### config.mk
export PLATFORM = sky130hd
export DESIGN_NAME = seq_divider
export DESIGN_NICKNAME = d
export VERILOG_FILES = /design/src/rtl/seq_divider.sv
export SDC_FILE = /design/constraint.sdc
export NUM_CORES = 1
export LEC_CHECK = 0
export ABC_AREA = 1
export BUFFER_PORTS_ARGS = -buffer_cell sky130_fd_sc_hd__buf_2
export CAP_MARGIN = 0
export CORE_MARGIN = 8
export CORE_UTILIZATION = 51
export CTS_BUF_LIST = sky130_fd_sc_hd__clkbuf_16
export DETAILED_ROUTE_END_ITERATION = 10
export GPL_TIMING_DRIVEN = 0
export PLACE_DENSITY = 0.72
export SLEW_MARGIN = 20
export SYNTH_ARGS = -nofsm -noshare
export SYNTH_HDL_FRONTEND = slang
export SYNTH_SLANG_ARGS = --single-unit
### constraint.sdc
create_clock -name clk -period 2.5 [get_ports clk]
set_clock_uncertainty 0.15 [all_clocks]
set_input_delay 0.25 -clock clk [delete_from_list [all_inputs] [get_ports clk]]
set_output_delay 0.25 -clock clk [all_outputs]
set_load 0.02 [all_outputs]
### src/rtl/seq_divider.sv
// seq_divider: multi-cycle radix-2 restoring divider for RV32M DIV/DIVU/REM/REMU.
// It runs one trial subtraction per cycle and produces one quotient bit per cycle.
// After the N iterations, one cycle applies the sign correction and selects the result.
//
// Ports:
//   clk       clock, rising edge
//   rst       synchronous active-high reset
//   start     request pulse, taken only when no division is in flight
//   op        funct3[1:0]: 00 DIV, 01 DIVU, 10 REM, 11 REMU
//   dividend  rs1, sampled on an accepted start
//   divisor   rs2, sampled on an accepted start
//   busy      high while a division is in progress
//   done      one-cycle pulse, result valid in that cycle
//   result    quotient (DIV/DIVU) or remainder (REM/REMU), held until rewritten
//
// Optional build macro SEQ_DIV_FAST_SPECIAL_EN.
// It finishes divide-by-zero and signed overflow in one cycle.
// The results are the same with or without it; only the latency changes.
//
// state | meaning
// IDLE  | waiting for start
// CALC  | one restoring iteration per cycle, cnt counts N-1 down to 0
// FIX   | sign correction and result select
// DONE  | done pulse; a new start may be accepted when busy is low

module seq_divider #(
   parameter int N = 32
) (
   input  logic         clk,
   input  logic         rst,
   input  logic         start,
   input  logic [1:0]   op,
   input  logic [N-1:0] dividend,
   input  logic [N-1:0] divisor,
   output logic         busy,
   output logic         done,
   output logic [N-1:0] result
);

   typedef enum logic [1:0] {IDLE, CALC, FIX, DONE} state_t;

   localparam int CW = $clog2(N);
   localparam logic [N-1:0] ONES = {N{1'b1}};
   localparam logic [N-1:0] MIN  = {1'b1, {(N-1){1'b0}}};

   state_t         state;
   logic [CW-1:0]  cnt;
   logic [N:0]     rem;
   logic [N-1:0]   quo;
   logic [N-1:0]   dvs;
   logic [1:0]     op_q;
   logic           neg_a;
   logic           neg_b;
   logic           dvs_zero;

   logic           is_signed;
   logic           accept;
   logic [N-1:0]   a_abs;
   logic [N-1:0]   b_abs;
   logic [N:0]     rem_sh;
   logic [N:0]     trial;
   logic [N-1:0]   q_fix;
   logic [N-1:0]   r_fix;

   always_comb begin
      is_signed = ~op[0];
      accept    = start && !busy && (state == IDLE || state == DONE);
      a_abs     = (is_signed && dividend[N-1]) ? -dividend : dividend;
      b_abs     = (is_signed && divisor[N-1])  ? -divisor  : divisor;
      // The quotient register holds the remaining dividend bits in its upper end.
      // Each iteration shifts a quotient bit in at the bottom.
      rem_sh    = {rem[N-1:0], quo[N-1]};
      trial     = rem_sh - {1'b0, dvs};
      // Do not negate on divide-by-zero, so a signed DIV by zero still gives all ones.
      q_fix     = (!op_q[0] && (neg_a != neg_b) && !dvs_zero) ? -quo : quo;
      r_fix     = (!op_q[0] && neg_a) ? -rem[N-1:0] : rem[N-1:0];
   end

`ifdef SEQ_DIV_FAST_SPECIAL_EN
   logic           special;
   logic [N-1:0]   special_res;

   always_comb begin
      special     = 1'b0;
      special_res = '0;
      if (divisor == '0) begin
         special     = 1'b1;
         special_res = op[1] ? dividend : ONES;
      end else if (is_signed && dividend == MIN && divisor == ONES) begin
         special     = 1'b1;
         special_res = op[1] ? '0 : MIN;
      end
   end
`endif

   always_ff @(posedge clk) begin
      if (rst) begin
         state    <= IDLE;
         cnt      <= '0;
         rem      <= '0;
         quo      <= '0;
         dvs      <= '0;
         op_q     <= '0;
         neg_a    <= 1'b0;
         neg_b    <= 1'b0;
         dvs_zero <= 1'b0;
         busy     <= 1'b0;
         done     <= 1'b0;
         result   <= '0;
      end else begin
         done <= 1'b0;
         case (state)
            IDLE, DONE: begin
               busy  <= 1'b0;
               state <= IDLE;
               if (accept) begin
                  op_q     <= op;
                  neg_a    <= is_signed & dividend[N-1];
                  neg_b    <= is_signed & divisor[N-1];
                  dvs_zero <= (divisor == '0);
                  quo      <= a_abs;
                  dvs      <= b_abs;
                  rem      <= '0;
                  cnt      <= CW'(N - 1);
                  busy     <= 1'b1;
                  state    <= CALC;
`ifdef SEQ_DIV_FAST_SPECIAL_EN
                  if (special) begin
                     result <= special_res;
                     done   <= 1'b1;
                     state  <= DONE;
                  end
`endif
               end
            end
            CALC: begin
               if (!trial[N]) begin
                  rem <= trial;
                  quo <= {quo[N-2:0], 1'b1};
               end else begin
                  rem <= rem_sh;
                  quo <= {quo[N-2:0], 1'b0};
               end
               cnt <= cnt - 1'b1;
               if (cnt == '0) state <= FIX;
            end
            FIX: begin
               result <= op_q[1] ? r_fix : q_fix;
               done   <= 1'b1;
               busy   <= 1'b0;
               state  <= DONE;
            end
            default: state <= IDLE;
         endcase
      end
   end

endmodule

==> results.rst <==
.. list-table::
   :header-rows: 1

   * - Metric
     - Value
   * - Most area-consuming cells after synthesis
     - sky130_fd_sc_hd__dfxtp_1 23%, sky130_fd_sc_hd__nand2_1 18%, sky130_fd_sc_hd__inv_1 10%
   * - Antenna Diode Count
     - 0
   * - Run status
     - finished with violations
   * - Type of the most critical hold path
     - primary input to register
   * - Crit path max-delay family
     - simple AND/OR/NAND/NOR gates
   * - Number of antenna violations at the first check in global routing
     - 0
   * - Fin util
     - between 60% and 70%
   * - Failing checks
     - negative setup slack
   * - Critical Path Sink Type
     - register
   * - Terminating pin of the worst hold path
     - dvs[9]$_SDFFE_PP0P_
   * - Share of layout cells above drive strength 1
     - 14.2%
   * - Post-DR wirelength/cell
     - around 17 um
   * - Number of global-route vias before repair
     - roughly 13000
   * - Number of distinct library cell variants in the gate-level netlist after synthesis
     - 47
   * - Hold slack final
     - 0.00499 ns
   * - Post-DRT Antenna Nets
     - 0
   * - Fmax
     - roughly 0.37 GHz
   * - Clock sink count
     - between 100 and 150
   * - Reg2reg setup slack
     - -0.17 ns
   * - Pre-CTS worst setup slack
     - -0.517 ns
   * - Total placed instance area
     - 13100 um2
   * - Leakage power
     - between 0.007 and 0.008 uW
   * - Most instantiated cells after synthesis
     - 585 x sky130_fd_sc_hd__nand2_1, 327 x sky130_fd_sc_hd__inv_1, 229 x sky130_fd_sc_hd__nor2_1, 221 x sky130_fd_sc_hd__nand3_1, 163 x sky130_fd_sc_hd__a21oi_1
   * - Power per unit of standard cell area
     - a little under 1000 nW/um2
   * - M2 GR Usage
     - ~46%
   * - Max_slew headroom
     - 42.8%
   * - Detailed-routing iteration count for the pre-antenna-repair pass
     - 9
   * - Flop and latch count out of synthesis
     - approximately 140
   * - Area of the placeable core
     - between 20000 and 25000 um2
   * - Classification of the worst setup path
     - register to register
   * - Critical path's most frequent cell
     - sky130_fd_sc_hd__nand2_2
   * - Worst-path clk slew
     - around 0.07 ns
   * - Cell count after synthesis
     - ~2100
   * - Reg-to-reg endpoint
     - rem[24]$_SDFFE_PP0P_
   * - Number of endpoints failing setup at the final stage
     - 22
   * - Initial standard-cell utilization of the core
     - between 50% and 60%
   * - Max stage delay cell, worst path
     - sky130_fd_sc_hd__dfxtp_2
   * - Worst hold start
     - divisor[9]
   * - Share of synthesized flip-flops with an asynchronous set or reset
     - 0%
   * - IO Port Bufs
     - between 100 and 150
   * - Mapped Area
     - 12200 um2
   * - GR Layer Usage met3
     - under 10%
   * - CP max FO
     - 5
   * - Number of synthesized flops with an enable pin
     - 0
   * - Max-Cap Viols
     - 0
   * - Crit Reg-Reg Startpoint
     - quo[31]$_SDFFE_PP0P_
   * - Number of pins with negative max-slew slack in the final report
     - 0
   * - Drt first-iter violations
     - ~1700
   * - FP Rows
     - 56
   * - H-tree depth
     - 4
   * - Maximum ir drop on the vdd rail
     - 0.775 mV
   * - Vertical extent of the die
     - between 150 and 200 um
   * - Area growth, synth to finish
     - 19.9%
   * - Overflow left after global routing
     - 0
   * - Area of the die
     - 29000 um2
   * - Busiest layer in global routing
     - met2
   * - HPWL after DPL
     - 35400 um
   * - Global-route usage over all layers
     - between 20% and 30%
   * - Share of synthesized area occupied by flip-flops and latches
     - about a quarter
   * - Final hold viol count
     - 0
   * - Top cell type by total area after synthesis
     - sky130_fd_sc_hd__dfxtp_1
   * - Net count, final
     - 2400
   * - Hold Path Cell Cnt
     - 5
   * - Data arrival, critical path
     - between 2 and 3 ns
   * - Maximum number of pins on one net before global-route repair
     - 17
   * - Worst Path Required
     - 2.69 ns
   * - Maximum buffer depth of the clock tree
     - 2
   * - Share of the synthesized area in the top cell type
     - 23.4%
   * - Synthesized area per cell
     - roughly 5.7 um2
   * - Placer's final routability congestion estimate
     - 1.00
   * - Clock latency on the worst-skew pair
     - between 0.4 and 0.5 ns
   * - Met1 routing resource usage after global routing
     - 41.0%
   * - Via Count
     - 14700
   * - Power, Total
     - 14200 uW
   * - Vias per inst
     - about 5.6
   * - Root buffer selected by CTS
     - sky130_fd_sc_hd__clkbuf_16
   * - Critical-path cell list
     - inv_4, ha_4, fa_2, inv_2, nand2_2, nand2_2, nand3_2, nand2_2, nand2_2, nand2_4, nand2_4, nand2_4, nand2_8, buf_8, clkbuf_16, nand3_4, nand3_2, a21oi_1
   * - Total wire length after detailed routing
     - around 45000 um
   * - CTS buffer count
     - 17
   * - Cell with the most instances after synthesis
     - sky130_fd_sc_hd__nand2_1
   * - Summed area of non-filler cells in the final layout
     - around 15000 um2
   * - Category of the worst setup path launch point
     - register
   * - First-pass GRT wire length
     - ~68000 um
   * - DRC
     - 0
   * - Post-layout min period
     - approximately 2.7 ns
   * - Prevailing post-synth register cell
     - sky130_fd_sc_hd__dfxtp_1
   * - Post-synthesis net count
     - between 2000 and 2500
   * - Worst r2r path cells
     - 18
   * - Number of synthesis warnings
     - 0
   * - CTS tree
     - done
   * - Number of buffers and inverters on the critical path
     - 4
   * - Worst setup slack after layout
     - -0.170 ns
   * - Die extent in x
     - around 170 um
   * - Period utilization
     - 107%
   * - Max stage delay on crit path
     - 0.37 ns
   * - I/O Pins
     - 103
   * - Unrepaired setup endpoints after global routing
     - yes
   * - Slew at the pin with the worst max-slew slack
     - ~0.86 ns
## kinds of logic after synthesis
| group | Yosys count | share of synthesized area (%) |
|---|---|---|
| adders and majority gates | 42 | 4.38 |
| AOI/OAI and AO/OA | 360 | 15.9 |
| buffers and inverters | 412 | 13.0 |
| xor gates and xnor gates | 46 | 3.31 |
| DFF | 142 | 23.4 |
| and+or+nand+nor | 1136 | 40.0 |
## worst register-to-register path: stages, from the launching register on
cell and delay, ns:
sky130_fd_sc_hd__dfxtp_2 0.37, sky130_fd_sc_hd__inv_4 0.07, sky130_fd_sc_hd__ha_4 0.17, sky130_fd_sc_hd__fa_2 0.35, sky130_fd_sc_hd__inv_2 0.07, sky130_fd_sc_hd__nand2_2 0.06
sky130_fd_sc_hd__nand2_2 0.10, sky130_fd_sc_hd__nand3_2 0.07, sky130_fd_sc_hd__nand2_2 0.10, sky130_fd_sc_hd__nand2_2 0.07, sky130_fd_sc_hd__nand2_4 0.07, sky130_fd_sc_hd__nand2_4 0.08
sky130_fd_sc_hd__nand2_4 0.11, sky130_fd_sc_hd__nand2_8 0.08, sky130_fd_sc_hd__buf_8 0.16, sky130_fd_sc_hd__clkbuf_16 0.17, sky130_fd_sc_hd__nand3_4 0.06, sky130_fd_sc_hd__nand3_2 0.07
sky130_fd_sc_hd__a21oi_1 0.21
## stage by stage
stage	setup TNS, ns	cells
after global routing	-3.12	2620
after floorplan	0	2138
after global placement	-20.99	2559
after detailed placement	-21.91	2559
after CTS	0	2608
final	-1.25	2620
## power breakdown
group	internal [uW]	switching, uW
registers	2920	611
logic	2590	5670
clock network	1280	1110
total	6790	7390
## final cells by class
cell class / count / area [um2]
Buffer: 74 / 379
Clock buffer: 17 / 425
Clock inverter: 14 / 109
Fill cell: 2366 / 8890
Inverter: 338 / 1270
Multi-Input combinational cell: 1584 / 8300
Sequential cell: 142 / 2860
Tap cell: 319 / 399
Timing Repair Buffer: 132 / 835
## how the worst max path moves through the flow
| stage | startpoint | end | slack [ns] | depth (start not counted) |
|---|---|---|---|---|
| 6_report | quo[31]$_SDFFE_PP0P_ | rem[24]$_SDFFE_PP0P_ | -0.17 | 18 |
| 5_1_grt | quo[31]$_SDFFE_PP0P_ | rem[24]$_SDFFE_PP0P_ | -0.24 | 18 |
| 4_1_cts | rem[21]$_SDFFE_PP0P_ | rem[27]$_SDFFE_PP0P_ | 0.001 | 15 |
| 3_5_place_dp | quo[31]$_SDFFE_PP0P_ | rem[3]$_SDFFE_PP0P_ | -0.52 | 18 |
| 3_3_place_gp | state[0]$_SDFFE_PP0P_ | rem[31]$_SDFFE_PP0P_ | -0.51 | 11 |
| 2_1_floorplan | quo[31]$_SDFFE_PP0P_ | rem[10]$_SDFFE_PP0P_ | 0.09 | 16 |
## layout by cell type (no fill, tap or decap), types with 12 or more instances in the layout
master and instances:
sky130_fd_sc_hd__dfxtp_2 14, sky130_fd_sc_hd__nand3_4 12, sky130_fd_sc_hd__nand3b_1 16, sky130_fd_sc_hd__buf_4 18, sky130_fd_sc_hd__nand2_2 21, sky130_fd_sc_hd__nor2_1 223
sky130_fd_sc_hd__dfxtp_1 128, sky130_fd_sc_hd__nand2_1 569, sky130_fd_sc_hd__a31oi_1 21, sky130_fd_sc_hd__xor2_1 28, sky130_fd_sc_hd__buf_2 107, sky130_fd_sc_hd__a21oi_2 15
sky130_fd_sc_hd__nand3_2 30, sky130_fd_sc_hd__nand3_1 190, sky130_fd_sc_hd__inv_1 320, sky130_fd_sc_hd__ha_1 24, sky130_fd_sc_hd__xnor2_1 18, sky130_fd_sc_hd__a21oi_1 149
sky130_fd_sc_hd__o21ai_0 131, sky130_fd_sc_hd__clkbuf_1 49, sky130_fd_sc_hd__inv_2 13, sky130_fd_sc_hd__clkbuf_16 20, sky130_fd_sc_hd__nand4_1 23, sky130_fd_sc_hd__nor3_1 21
## sequential cells by signal, indices dropped and copies added (netlist names)
signal,count
dvs,32
quo,32
rem,32
result,32
cnt,5
op_q,2
state,2
busy,1
done,1
dvs_zero,1
neg_a,1
neg_b,1
## metal layers
metal	part of all wire, %	up-vias
met2	44	714
met3	8.7	86
met4	2.8	0
li1	-	7168
met5	0	-
met1	45	6695
## timing repair
item / CTS / global route
setup endpoints to repair: 67 / 69
buffers inserted: 10 / 8
resized for setup: 28 / 141
gates cloned: 1 / 4
hold endpoints to repair: 6 / 0
pin swaps: 4 / 37
hold buffers: 7 / 0
Power figures use the tool's default switching activity.
